$ cat src/rtl/pll_clk_sequencer.sv
// Arbitrated PLL reconfiguration sequencer: grants hk or cpu, parks the core clock on
// the external clock, reprograms the PLL, waits for lock, then releases the bypass.
module pll_clk_sequencer #(
  parameter int TRIM_W        = 26,
  parameter int SETTLE_CYCLES = 16,
  parameter int LOCK_CYCLES   = 256
) (
  input  logic              clock,
  input  logic              resetb,
  input  logic              hk_req,
  input  logic              hk_ena,
  input  logic [TRIM_W-1:0] hk_trim,
  input  logic [4:0]        hk_div,
  input  logic [2:0]        hk_sel,
  output logic              hk_ack,
  input  logic              cpu_req,
  input  logic              cpu_ena,
  input  logic [TRIM_W-1:0] cpu_trim,
  input  logic [4:0]        cpu_div,
  input  logic [2:0]        cpu_sel,
  output logic              cpu_ack,
  output logic              pll_ena,
  output logic [TRIM_W-1:0] pll_trim,
  output logic [4:0]        pll_div,
  output logic [2:0]        pll_sel,
  output logic              pll_bypass,
  output logic              busy,
  output logic              owner
);

  localparam int MAX_CYCLES = (SETTLE_CYCLES > LOCK_CYCLES) ? SETTLE_CYCLES : LOCK_CYCLES;
  localparam int CNT_W      = $clog2(MAX_CYCLES + 1);
  localparam logic [CNT_W-1:0] SETTLE_LAST = CNT_W'(SETTLE_CYCLES - 1);
  localparam logic [CNT_W-1:0] LOCK_LAST   = CNT_W'(LOCK_CYCLES - 1);

  typedef enum logic [2:0] {
    IDLE   = 3'd0,
    GRANT  = 3'd1,
    BYPASS = 3'd2,
    LOAD   = 3'd3,
    LOCK   = 3'd4,
    DONE   = 3'd5
  } state_t;

  state_t              state_r, state_s;
  logic [CNT_W-1:0]    cnt_r, cnt_s;
  logic                prio_r, prio_s;
  logic                win_s;
  logic                lat_ena_r, lat_ena_s;
  logic [TRIM_W-1:0]   lat_trim_r, lat_trim_s;
  logic [4:0]          lat_div_r, lat_div_s;
  logic [2:0]          lat_sel_r, lat_sel_s;
  logic                hk_ack_s, cpu_ack_s;
  logic                pll_ena_s, pll_bypass_s;
  logic [TRIM_W-1:0]   pll_trim_s;
  logic [4:0]          pll_div_s;
  logic [2:0]          pll_sel_s;
  logic                busy_s, owner_s;

  // State, counter, latched config and all registered outputs.
  always_ff @(posedge clock) begin
    if (!resetb) begin
      state_r    <= IDLE;
      cnt_r      <= '0;
      prio_r     <= 1'b0;
      lat_ena_r  <= 1'b0;
      lat_trim_r <= '0;
      lat_div_r  <= 5'd0;
      lat_sel_r  <= 3'd0;
      hk_ack     <= 1'b0;
      cpu_ack    <= 1'b0;
      pll_ena    <= 1'b0;
      pll_trim   <= '0;
      pll_div    <= 5'd0;
      pll_sel    <= 3'd0;
      pll_bypass <= 1'b1;
      busy       <= 1'b0;
      owner      <= 1'b0;
    end else begin
      state_r    <= state_s;
      cnt_r      <= cnt_s;
      prio_r     <= prio_s;
      lat_ena_r  <= lat_ena_s;
      lat_trim_r <= lat_trim_s;
      lat_div_r  <= lat_div_s;
      lat_sel_r  <= lat_sel_s;
      hk_ack     <= hk_ack_s;
      cpu_ack    <= cpu_ack_s;
      pll_ena    <= pll_ena_s;
      pll_trim   <= pll_trim_s;
      pll_div    <= pll_div_s;
      pll_sel    <= pll_sel_s;
      pll_bypass <= pll_bypass_s;
      busy       <= busy_s;
      owner      <= owner_s;
    end
  end

  // Next state plus the output values that belong to the state being entered.
  always_comb begin
    state_s      = state_r;
    cnt_s        = cnt_r;
    prio_s       = prio_r;
    win_s        = 1'b0;
    lat_ena_s    = lat_ena_r;
    lat_trim_s   = lat_trim_r;
    lat_div_s    = lat_div_r;
    lat_sel_s    = lat_sel_r;
    hk_ack_s     = 1'b0;
    cpu_ack_s    = 1'b0;
    pll_ena_s    = pll_ena;
    pll_trim_s   = pll_trim;
    pll_div_s    = pll_div;
    pll_sel_s    = pll_sel;
    pll_bypass_s = pll_bypass;
    busy_s       = busy;
    owner_s      = owner;

    case (state_r)
      IDLE: begin
        // prio_r names the requester favoured on a tie; a lone requester always wins
        if (hk_req && cpu_req) begin
          win_s = prio_r;
        end else begin
          win_s = cpu_req;
        end
        if (hk_req || cpu_req) begin
          state_s = GRANT;
          busy_s  = 1'b1;
          owner_s = win_s;
          prio_s  = ~win_s;
          if (win_s) begin
            lat_ena_s  = cpu_ena;
            lat_trim_s = cpu_trim;
            lat_div_s  = cpu_div;
            lat_sel_s  = cpu_sel;
          end else begin
            lat_ena_s  = hk_ena;
            lat_trim_s = hk_trim;
            lat_div_s  = hk_div;
            lat_sel_s  = hk_sel;
          end
        end else begin
          state_s = IDLE;
        end
      end
      GRANT: begin
        state_s      = BYPASS;
        cnt_s        = '0;
        pll_bypass_s = 1'b1;
      end
      BYPASS: begin
        if (cnt_r == SETTLE_LAST) begin
          state_s    = LOAD;
          pll_ena_s  = 1'b0;
          pll_trim_s = lat_trim_r;
          pll_div_s  = lat_div_r;
          pll_sel_s  = lat_sel_r;
        end else begin
          cnt_s = cnt_r + CNT_W'(1);
        end
      end
      LOAD: begin
        if (lat_ena_r) begin
          state_s   = LOCK;
          cnt_s     = '0;
          pll_ena_s = 1'b1;
        end else begin
          state_s   = DONE;
          hk_ack_s  = ~owner;
          cpu_ack_s = owner;
        end
      end
      LOCK: begin
        if (cnt_r == LOCK_LAST) begin
          state_s      = DONE;
          hk_ack_s     = ~owner;
          cpu_ack_s    = owner;
          pll_bypass_s = 1'b0;
        end else begin
          cnt_s = cnt_r + CNT_W'(1);
        end
      end
      DONE: begin
        state_s = IDLE;
        busy_s  = 1'b0;
      end
      default: begin
        state_s = IDLE;
        busy_s  = 1'b0;
      end
    endcase
  end

endmodule

$ cat config.mk
export PLATFORM = sky130hd
export DESIGN_NAME = pll_clk_sequencer
export DESIGN_NICKNAME = d
export VERILOG_FILES = /design/src/rtl/pll_clk_sequencer.sv
export SDC_FILE = /design/constraint.sdc
export NUM_CORES = 1
export LEC_CHECK = 0
export CAP_MARGIN = 10
export CORE_MARGIN = 2
export CORE_UTILIZATION = 35
export DETAILED_ROUTE_END_ITERATION = 10
export GPL_ROUTABILITY_DRIVEN = 0
export PLACE_DENSITY = 0.7
export SYNTH_ARGS = -nofsm -noshare
export SYNTH_HDL_FRONTEND = slang
export SYNTH_SLANG_ARGS = --single-unit
$ cat constraint.sdc
create_clock -name clock -period 2.5 [get_ports clock]
set_input_delay 0.5 -clock clock [delete_from_list [all_inputs] [get_ports clock]]
set_output_delay 0.5 -clock clock [all_outputs]
set_load 0.05 [all_outputs]
Yosys cells after proc, flatten, opt, wreduce, memory -nomap -nowiden
Cells that the tools add are included.

word-level totals
  output and inout port bits = 40
  register bits = 88
  latch bits = 0
  memory bits (writable) = 0
  logic and storage cells = 74
  memories = 0
  ROM bits = 0

cells by class
  add/sub/neg operators = 1
  multiply operators = 0
  shift operators = 0
  multiplexer cells = 28
  magnitude comparators = 0
  eq/ne operators = 12
  divide/modulo/power cells = 0
  bitwise operators = 3
  reductions and logical operators = 14

operators by type and width
  cell                 number
  $pmux 9 s4           1
  $mux 9               3
  $mux 26              1
  $pmux 3 s5           1
  $mux 1               13
  $ne 2x2->1 const B   6
  $pmux 1 s2           5
  $reduce_and 2->1     5
  $add 9x1->9 const B  1
  $eq 9x4->1 const B   1
  $eq 9x8->1 const B   1
  $mux 3               3
  $eq 3x2->1 const B   2
  $mux 5               1
  $reduce_and 4->1     1
  $reduce_bool 2->1    2
  $reduce_bool 4->1    1
  $reduce_or 4->1      1
  $eq 3x1->1 const B   1
  $eq 3x3->1 const B   1
  $logic_not 3->1      1
  $not 1->1            3
  $reduce_and 3->1     1
  $logic_and 1x1->1    1
  $logic_or 1x1->1     1

Longest topological paths before layout
  depth in word-level cells = 4
  gate-level depth with buffers = 10
  depth with buffers taken out = 9

Least setup slack after synthesis
OpenSTA, ideal clock, no wires.

  path kind = reg2reg
  start point = register cnt_r[0]
  end point = register cnt_r[2]
  setup slack = 0.009 ns
  required time = 2.381 ns
  library setup time = 0.119 ns
  arrival time = 2.372 ns
  stages on the path, launching flop included = 11
  cell sequence = dfxtp_1 > ha_1 > and3_1 > and3_1 > and3_1 > ha_1 > or4b_1 > buf_2 > o31a_4 > and2_4 > o221a_2

on the way
  word-level cells in the longest chain between the ends = 3
  elaborated cells between the ends (all ways) = 9

RTL lines
  what                                            RTL line  source
  start: declaration                              46        logic [CNT_W-1:0] cnt_r, cnt_s;
  start signal: assignment                        81        cnt_r <= cnt_s;
  $add 9x1->9, or another cell as far along       160, 181
  $mux 9, or another cell as far along            175       if (cnt_r == LOCK_LAST) begin
  $pmux 9 s4 or $reduce_and 4->1 (tied branches)  --

Parallel ways exist; a longest one is shown, timed or not. The select of a mux whose other input is x is not followed.
A chain may end at the register's enable or synchronous reset.

Worst setup path after layout
Ends and elaborated chain as after synthesis.

==> results.md <==
- Outcome: finished clean
- Number of buffers inserted during clock tree synthesis: 9
- Placement Rows: 36
- Fill cells: 965
- Global-route wire length before repair: 15.0 mm
- Pleak: ~1.8 nW
- I/O pin count: 114
- Final number of hold-violating endpoints: 0
- Fraction of registers with async set/reset: 0%
- 1st-pass router iterations: 6
- Violation count after the first detailed-route iteration: between 200 and 300
- I/O Buffers: approximately 110
- Std-Cell Core Area: approximately 10000 sq um
- Syn nets: 464
- Post-synthesis share of cell area spent on and, or, nand and nor gates: roughly a fifth
- Number of global-route vias before repair: about 3100
- Multiplexer share of the synthesized area: 0%
- Start point of the worst hold path: pll_div[3]
- Max Freq: 411 MHz
- Pin slew with the least headroom to its limit: 0.545 ns
- Worst VDD drop: ~0.41 mV
- Number of diodes: 0
- Final worst path period share: ~97%
- Data required, critical path: approximately 2.7 ns
- End of the worst hold path: pll_div[3]
- Number of vias after detailed routing: between 3000 and 4000
- Total routing resource utilization after global routing: 16.8%
- Fraction of synthesized cell area in xor and xnor cells: 0.504%
- Post-placement setup slack: -0.0218 ns
- Register area: 1760 sq um
- Number of H-tree levels: 3
- Dominant combinational cell family by area after synthesis: compound AO/OA/AOI/OAI gates
- Final clock skew: 0.0108 ns
- Remaining antenna violation count after routing: 0
- Layout Cells excl Fill: between 600 and 700
- Adder-cell share of the synthesized area: 0.719%
- Number of pins with negative max-slew slack in the final report: 0
- Share of the synthesized area in compound gates (AO/OA/AOI/OAI): approximately a quarter
- Horizontal die dimension: ~100 microns
- Worst reg2reg path depth: 9
- Maximum clock path buffer count: 2
- Number of maximum-capacitance violations: 0
- Number of sinks driven by the clock tree: 88
- Via density: approximately 5.2
- Number of setup violations in the final report: 0
- Portion of the post-synthesis area used by sequential elements: a little over 50%
- Worst max-slew margin expressed relative to the limit: a little under two thirds
- Clock tree from TritonCTS: yes
- HPWL after detailed placement: 6.53 mm
- Commonest cells after routing, fill and taps aside: 113 x sky130_fd_sc_hd__clkdlybuf4s50_1, 87 x sky130_fd_sc_hd__dfxtp_1, 73 x sky130_fd_sc_hd__nand2_1, 46 x sky130_fd_sc_hd__nor2_1, 41 x sky130_fd_sc_hd__a21oi_1
- Total overflow reported by the global router: 0
- Routed length per instance: between 10 and 15 microns
- Cell count of the worst hold path: 2
- Clk slew on worst S/H paths: 0.09 ns
- Worst-path maximum fanout: 8
- Critical Path End Type: flip-flop
- Post-layout minimum cycle time: between 2 and 2.5 ns
- Critical Path Start Type: flip-flop
- Initial antenna violation count: 0
- Largest net degree at the start of global routing: 37
- Number of flops mapped to enable cells by yosys: 0
- Synthesis warning total: 0
- Number of synthesized register bits: 88
- Power density over the cells: approximately 800 nW/um^2
- Worst Hold Class: reg2reg
- Final worst setup slack: slightly below 0.07 ns
- Most frequently used flop master after synthesis: sky130_fd_sc_hd__dfxtp_1
- Layout Utilization: 51.6%
- Post-Synthesis Cells: roughly 390
- Area taken by multi-input logic gates: roughly 1600 sq um
- CTS root buf: sky130_fd_sc_hd__clkbuf_8
- Crit Path Class: reg2reg
- Leading cell type in the layout, fill and taps excluded: sky130_fd_sc_hd__clkdlybuf4s50_1
- Die ar.: roughly 11000 sq um
- DRC violation count after routing: 0
- Share of layout cells above drive strength 1: a little over a tenth
- Launch point of the worst reg-to-reg path: cnt_r[0]
- Total length of routed wires: 9.40 mm
- Initial Utilization: 35.8%
- Clock latency on the worst-skew pair: between 0.3 and 0.4 ns
- Die height: around 100 microns
- Worst reg2reg endpoint: cnt_r[2]
- Final Net Count: 572
- Synth Area per Inst: ~9 sq um
- Placed insts: slightly above 600
- Worst R2R Setup Slack: 0.07 ns
- Number of unique standard cell types used by synthesis: 44
- Synthesized area: around 3500 sq um
- Endpoint arrival time on the critical path: around 2.7 ns
- Layout overhead on the synthesized area: 44.4%
-- stage by stage --
stage / setup TNS (ns) / hold slack (ns) / area (sq um) / power, mW
after global placement: 0 / 0.438 / 4770 / 2.93
after CTS: 0 / 0.456 / 4990 / 4.04
final: 0 / 0.452 / 5020 / 4.01
after floorplan: 0 / 0.436 / 3480 / 2.58
after global routing: -0.00894 / 0.470 / 5020 / 4.24
after detailed placement: -0.0490 / 0.443 / 4770 / 2.97
-- layout make-up --
| cell class | count | share of cell area (%) |
|---|---|---|
| timing repair buffer | 129 | 25.7 |
| clock buffer | 9 | 2.47 |
| inverter | 7 | 0.523 |
| clock inverter | 6 | 1.82 |
| sequential | 88 | 35.1 |
| tap | 133 | 3.31 |
| multi-input combinational | 261 | 31.1 |
-- how the worst max path moves through the flow --
stage                     startpoint  endpoint  slack (ns)  cells after the start
after floorplan             cnt_r[0]  cnt_r[2]       0.009                     10
after global placement      cnt_r[0]  cnt_r[7]        0.06                      9
after detailed placement    cnt_r[0]  cnt_r[2]       -0.02                      9
after CTS                   cnt_r[0]  cnt_r[2]      0.0007                      9
after global routing        cnt_r[0]  cnt_r[2]      -0.008                      9
final                       cnt_r[0]  cnt_r[2]        0.07                      9
-- critical path: stages (launching register included) --
cell                      delay [ns]
sky130_fd_sc_hd__dfxtp_2        0.34
sky130_fd_sc_hd__ha_2           0.19
sky130_fd_sc_hd__and3_1         0.19
sky130_fd_sc_hd__and3_4         0.18
sky130_fd_sc_hd__and3_4         0.18
sky130_fd_sc_hd__ha_2           0.20
sky130_fd_sc_hd__or4b_4         0.50
sky130_fd_sc_hd__o31a_4         0.16
sky130_fd_sc_hd__and2_4         0.17
sky130_fd_sc_hd__o221a_2        0.22
-- kinds of logic (layout without fill, tap and decap cells) --
logic type,after synthesis,count (layout)
flip-flops,88,88
XOR/XNOR,2,2
AO/OA/AOI/OAI,107,107
AND/OR/NAND/NOR,150,150
adder cells (fa/ha/maj),2,2
buffers and inverters,39,151
-- metal layers --
| layer | wire length, microns | track usage (%) | up-vias |
|---|---|---|---|
| met2 | 4530 | 28.9 | 121 |
| li1 | - | - | 1621 |
| met1 | 4140 | 20.6 | 1568 |
| met5 | 0 | 0 | - |
| met3 | 612 | 4.28 | 10 |
| met4 | 108 | 5.50 | 0 |
-- flip-flops by register name, indices dropped and copies added, names as in the netlist --
register	count
pll_ena	1
state_r	3
lat_div_r	5
lat_sel_r	3
hk_ack	1
cnt_r	9
pll_sel	3
busy	1
pll_div	5
owner	1
pll_trim	26
lat_ena_r	1
cpu_ack	1
prio_r	1
pll_bypass	1
lat_trim_r	26
-- power by group --
group          total, mW  switching (mW)  internal [mW]  leakage [nW]
clock network       1.05           0.487          0.565         0.110
logic               1.22           0.660          0.564         0.961
registers           1.73           0.138           1.59         0.717
total               4.01            1.29           2.72          1.79
-- synth_stat cells, drive strengths merged (2+ instances only) --
library cell | number | share of area [%]
a222oi | 35 | 10
and2 | 3 | 0.61
nand2 | 73 | 7.9
a2bb2oi | 2 | 0.50
xnor2 | 2 | 0.50
a21boi | 3 | 0.65
nor2 | 46 | 5.0
nand4 | 2 | 0.36
a21oi | 43 | 6.4
o211a | 2 | 0.58
o22ai | 2 | 0.36
buf | 16 | 2.6
nor3 | 3 | 0.43
inv | 7 | 0.76
nand3 | 2 | 0.29
and3 | 7 | 1.3
nand3b | 4 | 0.86
a211o | 2 | 0.50
o21ai | 8 | 1.3
dfxtp | 88 | 51
clkbuf | 16 | 1.7
nor2b | 2 | 0.36
ha | 2 | 0.72
o221a | 4 | 1.3
-- what timing repair did --
| action | 4_1_cts | 5_1_grt |
|---|---|---|
| setup buffers | 0 | 2 |
| setup endpoints to repair | 7 | 8 |
| pin swaps | 0 | 1 |
| hold buffers | 0 | 0 |
| hold endpoints to repair | 0 | 0 |
| cloned | 0 | 0 |
| gates resized for setup | 2 | 4 |
Power figures use the tool's default switching activity.
